`config.mk`:
```
export PLATFORM = sky130hd
export DESIGN_NAME = secventiator_urmarire_flat
export DESIGN_NICKNAME = d
export VERILOG_FILES = /design/src/rtl/secventiator_urmarire_if.sv /design/src/rtl/secventiator_urmarire.sv /design/src/flat_wrapper.sv
export SDC_FILE = /design/constraint.sdc
export NUM_CORES = 1
export LEC_CHECK = 0
export CAP_MARGIN = 20
export CORE_AREA = 2 2 64 66
export CTS_BUF_LIST = sky130_fd_sc_hd__clkbuf_2 sky130_fd_sc_hd__clkbuf_4 sky130_fd_sc_hd__clkbuf_8
export DETAILED_ROUTE_END_ITERATION = 12
export DIE_AREA = 0 0 66 68
export DONT_BUFFER_PORTS = 1
export PLACE_DENSITY = 0.73
export RECOVER_POWER = 50
export SYNTH_ARGS = -nofsm -noshare
export SYNTH_HDL_FRONTEND = slang
export SYNTH_SLANG_ARGS = --single-unit
```
`constraint.sdc`:
```
create_clock -name clk -period 4.13 [get_ports clk]
set_clock_uncertainty 0.15 [all_clocks]
set_input_delay 0.2065 -clock clk [delete_from_list [all_inputs] [get_ports clk]]
set_output_delay 0.2065 -clock clk [all_outputs]
set_load 0.1 [all_outputs]
```
`src/rtl/secventiator_urmarire_if.sv`:
```
// Sensor/motor bundle for the line-follower controller.
// Master side (stimulus) drives enable and senzor and reads the motor commands, state and lost flag.
// Slave side is the controller, which registers every output and samples senzor through a synchronizer.
interface secventiator_urmarire_if;
  logic       enable;    // run switch, 0 forces IDLE
  logic [2:0] senzor;    // {left, center, right}, 1 = line seen
  logic [1:0] motor_st;  // left motor: 00 stop, 01 forward, 10 reverse
  logic [1:0] motor_dr;  // right motor, same encoding
  logic [2:0] stare;     // IDLE=0 FOLLOW=1 HOLD=2 SEARCH=3 LOST=4
  logic       pierdut;   // high only in LOST

  modport master (
    output enable, senzor,
    input  motor_st, motor_dr, stare, pierdut
  );

  modport slave (
    input  enable, senzor,
    output motor_st, motor_dr, stare, pierdut
  );
endinterface

```
`src/rtl/secventiator_urmarire.sv`:
```
// Line-follower motion controller: steers from 3 IR sensors and runs a timed hold/search/lost recovery when the line vanishes.
// Latency: senzor change reaches the motors on the 3rd rising edge (2 sync flops + registered outputs).
// Backpressure: none; the H-bridge outputs are level commands updated every cycle.
// Ports: clk, rst_n (async active-low), bus (slave modport: enable, senzor in; motor_st, motor_dr, stare, pierdut out).
module secventiator_urmarire #(
  parameter int TICK_DIV     = 5_000_000,
  parameter int HOLD_TICKS   = 10,
  parameter int SEARCH_TICKS = 30
) (
  input  logic                    clk,
  input  logic                    rst_n,
  secventiator_urmarire_if.slave  bus
);

  localparam logic [2:0] S_IDLE   = 3'd0;
  localparam logic [2:0] S_FOLLOW = 3'd1;
  localparam logic [2:0] S_HOLD   = 3'd2;
  localparam logic [2:0] S_SEARCH = 3'd3;
  localparam logic [2:0] S_LOST   = 3'd4;

  localparam logic [1:0] M_STOP = 2'b00;
  localparam logic [1:0] M_FWD  = 2'b01;
  localparam logic [1:0] M_REV  = 2'b10;

  localparam int PW   = $clog2(TICK_DIV);
  localparam int TMAX = (HOLD_TICKS > SEARCH_TICKS) ? HOLD_TICKS : SEARCH_TICKS;
  localparam int TW   = $clog2(TMAX + 1);

  // last_dir encoding: 0 = line was last seen on the left, 1 = on the right
  localparam logic DIR_LEFT  = 1'b0;
  localparam logic DIR_RIGHT = 1'b1;

  logic [2:0]    r_sync1, r_sync2;
  logic [2:0]    r_stare;
  logic [1:0]    r_motor_st, r_motor_dr;
  logic          r_pierdut;
  logic          r_last_dir;
  logic [PW-1:0] r_presc;
  logic [TW-1:0] r_ticks;

  logic [2:0]    w_stare;
  logic [1:0]    w_motor_st, w_motor_dr;
  logic          w_last_dir;
  logic          w_apply;
  logic [1:0]    w_steer_st, w_steer_dr;
  logic          w_steer_upd, w_steer_dir;
  logic          w_sens, w_tick, w_hold_done, w_search_done, w_run;
  logic [1:0]    w_pivot_st, w_pivot_dr;

  // Steering table from the synchronized sensors; only the side patterns update last_dir.
  always_comb begin
    w_steer_st  = M_STOP;
    w_steer_dr  = M_STOP;
    w_steer_upd = 1'b0;
    w_steer_dir = DIR_LEFT;
    case (r_sync2)
      3'b010, 3'b111, 3'b101: begin
        w_steer_st = M_FWD;
        w_steer_dr = M_FWD;
      end
      3'b100, 3'b110: begin
        w_steer_st  = M_STOP;
        w_steer_dr  = M_FWD;
        w_steer_upd = 1'b1;
        w_steer_dir = DIR_LEFT;
      end
      3'b001, 3'b011: begin
        w_steer_st  = M_FWD;
        w_steer_dr  = M_STOP;
        w_steer_upd = 1'b1;
        w_steer_dir = DIR_RIGHT;
      end
      default: ;
    endcase
  end

  assign w_sens        = |r_sync2;
  assign w_tick        = (r_presc == PW'(TICK_DIV - 1));
  assign w_hold_done   = w_tick && (r_ticks == TW'(HOLD_TICKS - 1));
  assign w_search_done = w_tick && (r_ticks == TW'(SEARCH_TICKS - 1));
  assign w_pivot_st    = (r_last_dir == DIR_LEFT) ? M_REV : M_FWD;
  assign w_pivot_dr    = (r_last_dir == DIR_LEFT) ? M_FWD : M_REV;

  // Priority: enable low, then sensor recovery, then timeout.
  always_comb begin
    w_stare    = r_stare;
    w_motor_st = r_motor_st;
    w_motor_dr = r_motor_dr;
    w_last_dir = r_last_dir;
    w_apply    = 1'b0;
    if (!bus.enable) begin
      w_stare    = S_IDLE;
      w_motor_st = M_STOP;
      w_motor_dr = M_STOP;
    end else begin
      case (r_stare)
        S_IDLE: begin
          w_stare    = S_FOLLOW;
          w_motor_st = M_STOP;
          w_motor_dr = M_STOP;
        end
        S_FOLLOW: begin
          if (w_sens) w_apply = 1'b1;
          else        w_stare = S_HOLD;   // motors keep the last heading
        end
        S_HOLD: begin
          if (w_sens) begin
            w_stare = S_FOLLOW;
            w_apply = 1'b1;
          end else if (w_hold_done) begin
            w_stare    = S_SEARCH;
            w_motor_st = w_pivot_st;
            w_motor_dr = w_pivot_dr;
          end
        end
        S_SEARCH: begin
          if (w_sens) begin
            w_stare = S_FOLLOW;
            w_apply = 1'b1;
          end else if (w_search_done) begin
            w_stare    = S_LOST;
            w_motor_st = M_STOP;
            w_motor_dr = M_STOP;
          end else begin
            w_motor_st = w_pivot_st;
            w_motor_dr = w_pivot_dr;
          end
        end
        S_LOST: begin
          w_motor_st = M_STOP;
          w_motor_dr = M_STOP;
        end
        default: begin
          w_stare    = S_IDLE;
          w_motor_st = M_STOP;
          w_motor_dr = M_STOP;
        end
      endcase
      if (w_apply) begin
        w_motor_st = w_steer_st;
        w_motor_dr = w_steer_dr;
        if (w_steer_upd) w_last_dir = w_steer_dir;
      end
    end
  end

  // Timers run only while staying in HOLD/SEARCH; any state change clears them,
  // so each recovery phase starts counting from zero.
  assign w_run = ((r_stare == S_HOLD) || (r_stare == S_SEARCH)) && (w_stare == r_stare);

  always_ff @(posedge clk or negedge rst_n) begin
    if (!rst_n) begin
      r_sync1    <= '0;
      r_sync2    <= '0;
      r_stare    <= S_IDLE;
      r_motor_st <= M_STOP;
      r_motor_dr <= M_STOP;
      r_pierdut  <= 1'b0;
      r_last_dir <= DIR_LEFT;
      r_presc    <= '0;
      r_ticks    <= '0;
    end else begin
      r_sync1    <= bus.senzor;
      r_sync2    <= r_sync1;
      r_stare    <= w_stare;
      r_motor_st <= w_motor_st;
      r_motor_dr <= w_motor_dr;
      r_pierdut  <= (w_stare == S_LOST);
      r_last_dir <= w_last_dir;
      if (w_run) begin
        if (w_tick) begin
          r_presc <= '0;
          if (r_ticks != TW'(TMAX)) r_ticks <= r_ticks + TW'(1);
        end else begin
          r_presc <= r_presc + PW'(1);
        end
      end else begin
        r_presc <= '0;
        r_ticks <= '0;
      end
    end
  end

  assign bus.stare    = r_stare;
  assign bus.motor_st = r_motor_st;
  assign bus.motor_dr = r_motor_dr;
  assign bus.pierdut  = r_pierdut;

endmodule

```
`src/flat_wrapper.sv`:
```
// flat-port wrapper written by rule: the top's interface ports become plain ports
module secventiator_urmarire_flat 
#(
  parameter int TICK_DIV     = 5_000_000,
  parameter int HOLD_TICKS   = 10,
  parameter int SEARCH_TICKS = 30
)
  (clk, rst_n, bus_enable, bus_senzor, bus_motor_st, bus_motor_dr, bus_stare, bus_pierdut);
  secventiator_urmarire_if bus_i ();
  input  logic clk;
  input  logic rst_n;
  input wire logic [$bits(bus_i.enable)-1:0] bus_enable;
  input wire logic [$bits(bus_i.senzor)-1:0] bus_senzor;
  output wire logic [$bits(bus_i.motor_st)-1:0] bus_motor_st;
  output wire logic [$bits(bus_i.motor_dr)-1:0] bus_motor_dr;
  output wire logic [$bits(bus_i.stare)-1:0] bus_stare;
  output wire logic [$bits(bus_i.pierdut)-1:0] bus_pierdut;
  assign bus_i.enable = bus_enable;
  assign bus_i.senzor = bus_senzor;
  assign bus_motor_st = bus_i.motor_st;
  assign bus_motor_dr = bus_i.motor_dr;
  assign bus_stare = bus_i.stare;
  assign bus_pierdut = bus_i.pierdut;
  secventiator_urmarire #(.TICK_DIV(TICK_DIV), .HOLD_TICKS(HOLD_TICKS), .SEARCH_TICKS(SEARCH_TICKS)) u_core (.clk(clk), .rst_n(rst_n), .bus(bus_i));
endmodule
```
* Yosys cells after proc, flatten, opt, wreduce, memory -nomap -nowiden
Index checks and enable logic that the tools add are counted.
Word-level totals: flip-flop bits (word level) 43, input bits 6, output and inout bits 8
Cells by class: reductions and logical operators 14, muxes and demuxes 35, eq/ne operators 23, add/sub/neg operators 2
Operator list (count):
- two-way mux 23 bit | 2
- two-way mux 2 bit | 14
- adder 23 x 1 -> 23 bit, second input constant | 1
- == test 23 bit, second input constant | 1
- == test 3 bit, second input constant | 6
- two-way mux 3 bit | 6
- two-way mux 5 bit | 3
- one-hot mux 3 bit (5 select lines) | 1
- == test 3 x 2 -> 1 bit, second input constant | 4
- one-hot mux 2 bit (3 select lines) | 2
- OR reduction 5 bit | 2
- != test 4 bit, second input constant | 2
- two-way mux 1 bit | 7
- == test 3 x 1 -> 1 bit, second input constant | 2
- OR reduction 3 bit | 2
- adder 5 x 1 -> 5 bit, second input constant | 1
- == test 5 x 4 -> 1 bit, second input constant | 1
- == test 5 bit, second input constant | 1
- != test 5 bit, second input constant | 1
- != test 4 x 3 -> 1 bit, second input constant | 1
- AND reduction 4 bit | 1
- OR reduction 4 bit | 1
- == test 3 bit | 1
- logical AND 1 bit | 3
- 8 further kinds | 8

* Depth between registers and ports, before layout
Gate-level depths: netlist (run 1).
depth after elaboration 10, depth in mapped cells 9, depth with buffers taken out 8

* Least setup slack after synthesis (run 1)
OpenSTA, ideal clock, no wires.
path type flip-flop to flip-flop, start point register u_core.r_stare[1] (netlist: u_core.bus.stare[1]), end point register u_core.r_presc[14], stages on the path, launching flop included 8, setup slack 1535 ps, buffers on the path 1, arrival time 2373 ps, clock period less this slack 2595 ps, cells stage by stage dfrtp_1 > inv_1 > nor3_1 > and2_1 > o311ai_4 > or2_2 > buf_6 > nor2_1
Between the ends: cells in the longest elaborated chain, start to end 7, elaborated cells on any way between the ends 16, classes of those cells eq/ne: 5; mux: 8; reduce/logical: 3
RTL lines:
- start: declaration | RTL line secventiator_urmarire.sv:34 | logic [2:0] r_stare;
- start signal: assignment | RTL line secventiator_urmarire.sv:165 | r_stare <= w_stare;
- two-way mux 3 bit (on tied branches) | RTL line secventiator_urmarire.sv:120, secventiator_urmarire.sv:110
- two-way mux 3 bit (on tied branches) | RTL line secventiator_urmarire.sv:117, secventiator_urmarire.sv:107
- one-hot mux 3 bit (5 select lines) | RTL line secventiator_urmarire.sv:96 | case (r_stare)
- two-way mux 3 bit | RTL line secventiator_urmarire.sv:91 | if (!bus.enable) begin
- == test 3 bit | RTL line secventiator_urmarire.sv:149 | assign w_run = ((r_stare == S_HOLD) || (r_stare == S_SEARCH)) && (w_stare == r_stare);
- logical AND 1 bit (*) | RTL line secventiator_urmarire.sv:149
- two-way mux 23 bit (*) | RTL line secventiator_urmarire.sv:170 | if (w_run) begin
- end signal: assignment | RTL line secventiator_urmarire.sv:175 | r_presc <= r_presc + PW'(1);
- end: declaration | RTL line secventiator_urmarire.sv:38 | logic [PW-1:0] r_presc;
Every way passes the cells marked *; elsewhere a longest branch is shown, timed or not. A chain may end at the register's enable or synchronous reset.

==> run metrics, run 1 <==
most common cell after layout, fill and taps aside=dfrtp_1; first-pass GRT wire length=7350 um; Die Ht=roughly 68 um; total number of H-tree levels=2; Post-Route Setup TNS=0 ns; DRC errors left=0; DP Cell Count=between 200 and 300; Worst Setup Start Kind=input port; final setup fails=0; clock-pin slew on the worst setup and hold paths=around 0.080 ns; synth warn=0; fmax=391 MHz; synthesized area=2180 um2; delay-heaviest family, CP=buffers and inverters; initial DRC count=121; syn_area_per_cell=9.89 um2; worst setup path class=in2async; Seq cells post-synth=43; final setup margin=1.57 ns; CTS tree=built; Fin. Hold Viols=0; cell count after synthesis=221; Pleak=0.964 nW; most frequent cells in the layout=dfrtp_1 (43), nor2_1 (36), nand2_1 (19); Critical-path top delay cell=clkbuf_1; Core Region=3860 um2; slowest stage delay, CP=1.59 ns; die area=4490 um2; Initial Util=0.567; Hold Crit Class=in2reg; setup repair after global routing missed its margin=false; CP bufs+invs=2; Routed WL per cell=14.3 um; layout filler cell count=335; vias in the first global route=approximately 1600; failing checks=max-capacitance violations, max-slew violations; worst slack at placement=~1.7 ns; Layout Cells excl Fill=283; minimum clock period=2.56 ns; register area=1080 um2; Primary FF master, synth=dfrtp_1; worst-path maximum fanout=between 40 and 50; CTS Buf Count=5; slew margin rel.=-0.476; Critical Path RT=3.94 ns; initial antenna violation count=0; Overall Power=between 0.7 and 0.8 mW; # port buffers=0; site row count=23; Least-Margin Pin Slew=2.21 ns; drt pass-1 iters=4; CTS Sinks=43; vias=1587; post-DP HPWL=2700 um; Placed Area=around 2200 um2; total global routing track utilization=0.218; Post-DRT Antenna Nets=0; design area=2430 um2; sequential fraction of the synthesis area=0.493; FFs w/ async S/R, synth=1.00; Post-synth EDFFs=0; gpl congestion=approximately 0.80; DR vias/cell=5.61; CP Cell Sequence=dlygate4sd3_1, clkbuf_1; largest net degree at the start of global routing=44; boundary pin count=14; run status=finished with violations; CTS Buffer Depth=2; layout cell share with drive strength beyond 1=0.0901; WP data arrival=about 2.4 ns; distinct cell type count after synthesis=42; final-stage net count=roughly 240; Critical Path Sink Type=async pin; Power Dens Cells=328 nW/um2; chip width=66 um; GRT Residual Overflow=0; VDD IR max=0.265 mV; CTS root buf=clkbuf_8; Final Cycle Share=0.619; syn nets=231; post_cts resized=0; final max-slew violation count=44; Antenna Cells=0; Area Growth Syn to Fin=11.2%; later-pin clock latency in the skew report=roughly 0.30 ns; max_cap viols=1; Routed Wire Length=4050 um; area taken by multi-input logic gates=1040 um2
[cells in the mapped netlist, types with 3 or more instances]
cell type / n / area [um2]
nor3_1: 7 / 35.0
nand2_1: 19 / 71.3
a21oi_1: 7 / 35.0
nand3_1: 14 / 70.1
clkbuf_1: 3 / 11.3
and2_1: 4 / 25.0
or3_1: 3 / 18.8
dfrtp_1: 43 / 1080
inv_1: 10 / 37.5
xnor2_1: 9 / 78.8
nor2_1: 36 / 135
mux2i_1: 3 / 30.0
and3_1: 3 / 18.8
a31oi_1: 3 / 18.8
ha_1: 4 / 50.1
nand4_1: 6 / 37.5
xor2_1: 13 / 114
o21ai_0: 5 / 25.0
[area by class of cell]
type,count,area share
Clock buffer,5,0.0283
Timing Repair Buffer,10,0.0427
Clock inverter,2,0.0154
Multi-Input combinational cell,163,0.429
Sequential cell,43,0.443
Tap cell,50,0.0257
Inverter,10,0.0154
[logic make-up after synthesis]
family	share of synthesized area
simple gates	0.280
flops	0.493
buf+inv	0.0298
fa+ha+maj	0.0229
compound gates	0.0727
mux	0.0137
xor+xnor	0.0882
[where the power goes]
| group | switching, mW | internal, mW |
|---|---|---|
| Sequential | 0.0171 | 0.426 |
| Combinational | 0.0253 | 0.0107 |
| Clock | 0.140 | 0.177 |
[flip-flops by register name, summed over array words and instances (netlist names)]
name / cells
u_core.bus.stare: 3
u_core.bus.pierdut: 1
u_core.r_presc: 23
u_core.bus.motor_st: 2
u_core.r_sync2: 3
u_core.bus.motor_dr: 2
u_core.r_last_dir: 1
u_core.r_ticks: 5
u_core.r_sync1: 3
[per-stage QoR]
step,hold WS (ns),utilization
after global routing,0.0230,0.630
after global placement,-0.238,0.581
final,0.0154,0.630
after detailed placement,-0.238,0.581
after CTS,0.0168,0.627
after floorplan,-0.239,-
[final timing paths]
kind	startpoint	to	slack [ns]	cells past startpoint
worst min register to register	u_core.r_sync1[1]	u_core.r_sync2[1]	0.20	0
worst min-delay path	bus_enable	u_core.r_last_dir	0.02	2
worst max-delay path	rst_n	u_core.r_sync1[0]	1.57	2
max in group clk	u_core.r_presc[6]	u_core.bus.motor_st[0]	1.62	6
worst max register to register	u_core.r_presc[6]	u_core.bus.motor_st[0]	1.62	6
min in group asynchronous	rst_n	u_core.r_presc[17]	1.00	2
[metal layers]
layer | track usage | share of wire | wire length (um) | vias to the layer above
met5 | 0 | 0 | 0 | -
met4 | 0.0842 | 0.023 | 93 | 0
met3 | 0.0461 | 0.035 | 142 | 9
met2 | 0.376 | 0.49 | 2000 | 35
met1 | 0.271 | 0.45 | 1810 | 758
li1 | - | - | - | 785
[repair_timing]
action	in CTS	in global routing
hold buffers	6	0
endpoints found under the hold margin	54	0
buffers inserted	0	0
Note: power is estimated with default switching activity, not from simulation.
==> run 2, diff against run 1 <==
--- a/config.mk
+++ b/config.mk
@@ -5,13 +5,14 @@
 export SDC_FILE = /design/constraint.sdc
 export NUM_CORES = 1
 export LEC_CHECK = 0
+export ABC_AREA = 1
 export CAP_MARGIN = 20
-export CORE_AREA = 2 2 64 66
+export CORE_AREA = 2 2 66 68
 export CTS_BUF_LIST = sky130_fd_sc_hd__clkbuf_2 sky130_fd_sc_hd__clkbuf_4 sky130_fd_sc_hd__clkbuf_8
 export DETAILED_ROUTE_END_ITERATION = 12
-export DIE_AREA = 0 0 66 68
+export DIE_AREA = 0 0 68 70
 export DONT_BUFFER_PORTS = 1
-export PLACE_DENSITY = 0.73
+export PLACE_DENSITY = 0.76
 export RECOVER_POWER = 50
 export SYNTH_ARGS = -nofsm -noshare
 export SYNTH_HDL_FRONTEND = slang
==> constraint.sdc (replaced) <==
create_clock -name clk -period 2.2 [get_ports clk]
set_clock_uncertainty 0.15 [all_clocks]
set_input_delay 0.11 -clock clk [delete_from_list [all_inputs] [get_ports clk]]
set_output_delay 0.11 -clock clk [all_outputs]
set_load 0.1 [all_outputs]
==> run metrics, run 2 <==
Die Ht=70 um (+2.9%); Critical Path Sink Type=flip-flop; synth warn=0 (unchanged); distinct cell type count after synthesis=32 (-24%); register area=1080 um2 (+0.12%); clock-pin slew on the worst setup and hold paths=0.09 ns (about the same); Post-synth EDFFs=0 (unchanged); Antenna Cells=0 (unchanged); worst setup path class=reg2reg; FFs w/ async S/R, synth=1.00 (unchanged); part of the power in registers=0.566 (+0.009); clock share of power=0.342 (-0.056); cell count after synthesis=289 (+31%); fmax=505 MHz; minimum clock period=1.98 ns; Sw Pwr=0.384 mW (+110%); synth top area cells=dfrtp_1 (46%), nor2_1 (10%), nand2_1 (7.6%); Least-Margin Pin Slew=1.01 ns (-1.20 ns); worst slack at placement=0.128 ns (-1.54 ns); post-DP HPWL=3120 um (+16%); DR vias/cell=5.27 (-6.1%); later-pin clock latency in the skew report=0.30 ns (about the same); Synth area leader=dfrtp_1; VDD IR max=0.414 mV (+56%); final setup margin=0.218 ns (-1.36 ns); highest metal used=met4; layout filler cell count=359 (+7.2%); Area Growth Syn to Fin=10.6%; Power Dens Cells=560 nW/um2 (+71%); met2 wire length=2220 um (+11%); Primary FF master, synth=dfrtp_1; Hold Crit Class=in2reg; Initial Util=0.562 (-0.00462); final-stage net count=317 (+30%); commonest cells in the synthesized netlist=nor2_1 (62), nand2_1 (47), dfrtp_1 (43); setup repair after global routing missed its margin=true; layout cell share with drive strength beyond 1=0.120 (+0.0300); site row count=24 (+4.3%); CTS Sinks=43 (unchanged); CTS tree=built; vias=1896 (+19%); worst-path maximum fanout=6 (-86%); CP bufs+invs=0 (-2); largest net degree at the start of global routing=44 (unchanged); Critical-path top delay cell=dfrtp_1; Routed WL per cell=12.7 um (-11%); sw frac=0.266 (+0.0369); total number of H-tree levels=2 (unchanged); Routed Wire Length=4580 um (+13%); most common cell after layout, fill and taps aside=nor2_1; GRT Residual Overflow=0 (unchanged); syn_area_per_cell=8.06 um2 (-18%); final setup fails=0 (unchanged); CTS Buffer Depth=2 (unchanged); initial DRC count=132 (+9.1%); area taken by multi-input logic gates=1110 um2 (+6.4%); run status=completed; Post-DRT Antenna Nets=0 (unchanged); Overall Power=1.44 mW (+81%); chip width=68 um (+3.0%); # port buffers=0 (unchanged); initial antenna violation count=0 (unchanged); CTS Buf Count=5 (unchanged); Regs by FF count=u_core.r_presc x23, u_core.r_ticks x5; first-pass GRT wire length=7940 um (+8.1%); synthesized area=2330 um2 (+6.6%); Pleak=1.11 nW (+15%); P_int=1.06 mW (+72%); gpl congestion=0.884 (+11%); top cell type's share of synthesized area=0.462 (-0.0304); CTS root buf=clkbuf_8; syn nets=299 (+29%); Core Region=4140 um2 (+7.5%); Comb power frac=0.092 (+0.047); final max-slew violation count=0 (-100%); number of flip-flops in the largest register=23 (unchanged); drt pass-1 iters=4 (unchanged); WP data arrival=2.06 ns (-0.31 ns); slowest stage delay, CP=0.37 ns (-1.22 ns); slew margin rel.=0.324 (+0.800); die area=4760 um2 (+6.1%); Final Cycle Share=0.901; Critical Path RT=2.28 ns (-1.66 ns); Fin. Hold Viols=0 (unchanged); CP Cell Sequence=ha_1, nand3_2, nor2_2, nand3_2, nor2_4, nand2_1, nor2_1, or2_2, nand3_1, nor2_1; total global routing track utilization=0.221 (+0.00307); sequential fraction of the synthesis area=0.462 (-0.0304); met3 routed wirelength=169 um (+19%); vias in the first global route=1787 (+10%); max_cap viols=0 (-1); count leader, synth=nor2_1; Biggest register=u_core.r_presc; Worst Setup Start Kind=flip-flop; metal1 wirelength=2120 um (+17%); most frequent cells in the layout=nor2_1 (61), nand2_1 (47), dfrtp_1 (42); Seq cells post-synth=43 (unchanged); delay-heaviest family, CP=simple AND/OR/NAND/NOR gates; boundary pin count=14 (unchanged); DRC errors left=0 (unchanged)
==> run 2: cell count changes in the layout (fill, tap and decap cells not counted), sizes merged, moves of 4 or more <==
cell / previous run / this run
a21oi: 7 / 11
nand3: 14 / 19
nand2: 19 / 53
and2: 4 / 0
inv: 10 / 32
xnor2: 9 / 3
buf: 4 / 8
o21ai: 5 / 9
nor2: 36 / 66
nand4: 6 / 13
==> run 2: layout make-up <==
type | count | area share
clock buffers | 5 | 0.0267
clock inverters | 3 | 0.00777
inverters | 32 | 0.0466
multi-input cells | 211 | 0.431
flip-flops and latches | 43 | 0.418
well taps | 52 | 0.0253
repair buffers | 14 | 0.0447
==> run 2: repair_timing <==
action	CTS	global route
hold buffers	6	0
gates resized for setup	0	2
endpoints found under the setup margin	0	28
endpoints found under the hold margin	50	0
buffers inserted	0	0
==> run 2: logic make-up after synthesis <==
| family | count (synthesis) | synth area share |
|---|---|---|
| compound gates | 25 | 0.0607 |
| simple gates | 166 | 0.332 |
| fa+ha+maj | 4 | 0.0215 |
| xor+xnor | 15 | 0.0564 |
| flops | 43 | 0.462 |
| buf+inv | 36 | 0.0672 |
==> run 2: worst paths after layout <==
path	depth (start not counted)	slack [ns]	to	from
max in group asynchronous	2	0.83	u_core.bus.stare[2]	rst_n
setup reg to reg	10	0.22	u_core.r_presc[18]	u_core.r_presc[0]
hold reg to reg	0	0.20	u_core.r_sync2[1]	u_core.r_sync1[1]
min in group asynchronous	2	0.40	u_core.r_presc[21]	rst_n
hold / removal	3	0.05	u_core.r_presc[4]	bus_enable
setup / recovery	10	0.22	u_core.r_presc[18]	u_core.r_presc[0]
==> run 2: power by group through the flow <==
stage | sequential (mW) | combinational, mW | clock, mW
CTS | 0.816 | 0.135 | 0.512
floorplan | 0.874 | 0.0438 | 0
global placement | 0.832 | 0.106 | 0
finish | 0.816 | 0.132 | 0.493
detailed placement | 0.832 | 0.107 | 0
global route | 0.819 | 0.146 | 0.543
==> run 2: worst min-delay path: stages <==
cell	delay (ns)
nand3_2	0.11
nand2_4	0.14
nor2_1	0.11
==> run 2: metal layers <==
metal / vias to the layer above / global-route usage
met5: - / 0
met1: 879 / 0.312
met3: 6 / 0.0290
met2: 37 / 0.346
met4: 0 / 0.0800
li1: 974 / -
==> run 2: per-stage QoR <==
step	TNS (ns)	utilization	area (um2)	hold WS [ns]	instances
after floorplan	0	-	2330	-0.336	289
after global placement	0	0.584	2420	-0.335	345
after detailed placement	0	0.584	2420	-0.335	345
after CTS	0	0.622	2580	0.0781	359
after global routing	-0.00188	0.622	2580	0.0668	360
final	0	0.622	2580	0.0543	360
==> run 3, diff against run 2 <==
--- a/config.mk
+++ b/config.mk
@@ -12,7 +12,7 @@
 export DETAILED_ROUTE_END_ITERATION = 12
 export DIE_AREA = 0 0 68 70
 export DONT_BUFFER_PORTS = 1
-export PLACE_DENSITY = 0.76
+export PLACE_DENSITY = 0.73
 export RECOVER_POWER = 50
 export SYNTH_ARGS = -nofsm -noshare
 export SYNTH_HDL_FRONTEND = slang
==> constraint.sdc (replaced) <==
create_clock -name clk -period 2.08 [get_ports clk]
set_clock_uncertainty 0.15 [all_clocks]
set_input_delay 0.104 -clock clk [delete_from_list [all_inputs] [get_ports clk]]
set_output_delay 0.104 -clock clk [all_outputs]
set_load 0.1 [all_outputs]
==> run metrics, run 3 (synthesized netlist as in run 2, its figures left out) <==
DR vias/cell=5.51 (+4.6%); worst slack at placement=0.0331 ns (-0.0945 ns); Power Dens Cells=595 nW/um2 (+6.4%); vias in the first global route=1931 (+8.1%); CTS tree=built; Post-Route Setup TNS=0 ns (unchanged); CTS Sinks=43 (unchanged); Area Growth Syn to Fin=20.7%; DRC errors left=0 (unchanged); R2R cell count=9 (-1); clock-pin slew on the worst setup and hold paths=0.08 ns (about the same); # port buffers=0 (unchanged); post-DP HPWL=3240 um (+3.6%); worst-path maximum fanout=7 (+1); Antenna Cells=0 (unchanged); part of the power in registers=0.517 (-0.049); WP data arrival=2.08 ns (+0.02 ns); Placed Area=2480 um2 (+2.4%); sw frac=0.255 (-0.0118); site row count=24 (unchanged); Regs by FF count=u_core.r_presc x23, u_core.r_ticks x5; layout filler cell count=314 (-13%); worst setup path class=reg2reg; Core Region=4140 um2 (unchanged); VDD IR max=0.455 mV (+9.9%); clock share of power=0.389 (+0.047); Overall Power=1.67 mW (+16%); Post-DRT Antenna Nets=0 (unchanged); layout cell share with drive strength beyond 1=0.191 (+0.0705); Worst Min Path Start=bus_enable; fmax=500 MHz (-0.85%); slew margin rel.=0.307 (-0.0172); final hold slack=0.0323 ns (-0.0219 ns); Sw Pwr=0.426 mW (+11%); initial antenna violation count=0 (unchanged); RR Endpoint=u_core.r_presc[6]; area taken by multi-input logic gates=1230 um2 (+11%); design area=2810 um2 (+9.1%); drt pass-1 iters=5 (+1); final setup margin=0.0809 ns (-0.137 ns); Pleak=1.18 nW (+6.5%); minimum clock period=2.00 ns (+0.0170 ns); Biggest register=u_core.r_presc; Critical Path RT=2.16 ns (-0.12 ns); number of flip-flops in the largest register=23 (unchanged); DP Cell Count=352 (+2.0%); largest net degree at the start of global routing=44 (unchanged); chip width=68 um (unchanged); total global routing track utilization=0.222 (+0.000885); first-pass GRT wire length=8100 um (+2.0%); Hold Crit Class=in2reg; Final Cycle Share=0.961 (+0.0601); boundary pin count=14 (unchanged); most frequent cells in the layout=nor2_1 (57), nand2_1 (45), dfrtp_1 (40); FF-to-FF Start=u_core.r_presc[12]; setup slack, reg-to-reg=0.08 ns (-0.14 ns); WHS Path Cells=3 (unchanged); GRT Residual Overflow=0 (unchanged); Die Ht=70 um (unchanged); Routed Wire Length=5250 um (+15%); post-layout util=0.678 (+0.0565); die area=4760 um2 (unchanged); gpl congestion=0.861 (-2.6%); CTS root buf=clkbuf_8; WHS Endpoint=u_core.r_ticks[2]; max_cap viols=0 (unchanged); Routed WL per cell=14.1 um (+11%); total number of H-tree levels=2 (unchanged); final setup fails=0 (unchanged); final-stage net count=329 (+3.8%); Least-Margin Pin Slew=1.04 ns (+0.0258 ns); register area=1080 um2 (+0.47%); Initial Util=0.562 (unchanged); CTS Buf Count=5 (unchanged); vias=2049 (+8.1%); P_int=1.25 mW (+18%); Critical Path Sink Type=flip-flop; later-pin clock latency in the skew report=0.30 ns (about the same); Worst Setup Start Kind=flip-flop; most common cell after layout, fill and taps aside=nor2_1; initial DRC count=134 (+1.5%); CTS Buffer Depth=2 (unchanged); Fin. Hold Viols=0 (unchanged); final max-slew violation count=0 (unchanged); Layout Cells excl Fill=372 (+3.3%); run status=completed; Comb power frac=0.094 (+0.002)
==> run 3: cell count changes in the layout (fill, tap and decap cells not counted), sizes merged <==
cell and change:
buf +10, bufinv +1, clkinv +1, clkinvlp -2, nand2 +2
==> run 3: layout make-up <==
class | count | share of cell area
clock inverters | 3 | 0.0156
clock buffers | 5 | 0.0245
well taps | 52 | 0.0232
inverters | 32 | 0.0427
repair buffers | 24 | 0.0721
multi-input cells | 213 | 0.437
flip-flops and latches | 43 | 0.385
==> run 3: what timing repair did <==
action,4_1_cts,5_1_grt
hold endpoints to repair,50,0
gates resized for setup,0,21
hold buffers,6,0
endpoints found under the setup margin,0,28
buffers inserted,0,3
==> run 3: worst max-delay path by stage <==
stage                    endpoint  slack [ns]  cells after the start           startpoint
5_1_grt         u_core.r_presc[9]       -0.01                     10    u_core.r_presc[0]
3_5_place_dp    u_core.r_presc[2]        0.03                      9    u_core.r_ticks[1]
4_1_cts        u_core.r_presc[13]        0.01                      8    u_core.r_presc[0]
2_1_floorplan   u_core.r_presc[9]         0.1                     11  u_core.bus.stare[2]
6_report        u_core.r_presc[6]        0.08                      9   u_core.r_presc[12]
3_3_place_gp    u_core.r_presc[9]        0.09                      9    u_core.r_ticks[1]
==> run 3: critical path: stages (launching register included) <==
cell	delay, ns
dfrtp_1	0.42
nor2_1	0.18
nand3_1	0.15
nor2_2	0.13
nand4_1	0.15
a21oi_2	0.21
nand2_2	0.09
nand3_4	0.21
nand2_4	0.13
nor2_1	0.11
==> run 3: power by group through the flow <==
stage	registers, mW	logic [mW]	clock network, mW
after CTS	0.863	0.143	0.662
after floorplan	0.925	0.0462	0
after detailed placement	0.880	0.113	0
after global routing	0.867	0.171	0.691
after global placement	0.880	0.112	0
final	0.864	0.157	0.651
==> run 3: per-layer routing <==
layer	GRT usage	wire (um)	share of wire
met5	0	0	0
met4	0.0867	164	0.031
met3	0.0564	266	0.051
met2	0.348	2580	0.49
met1	0.292	2240	0.43
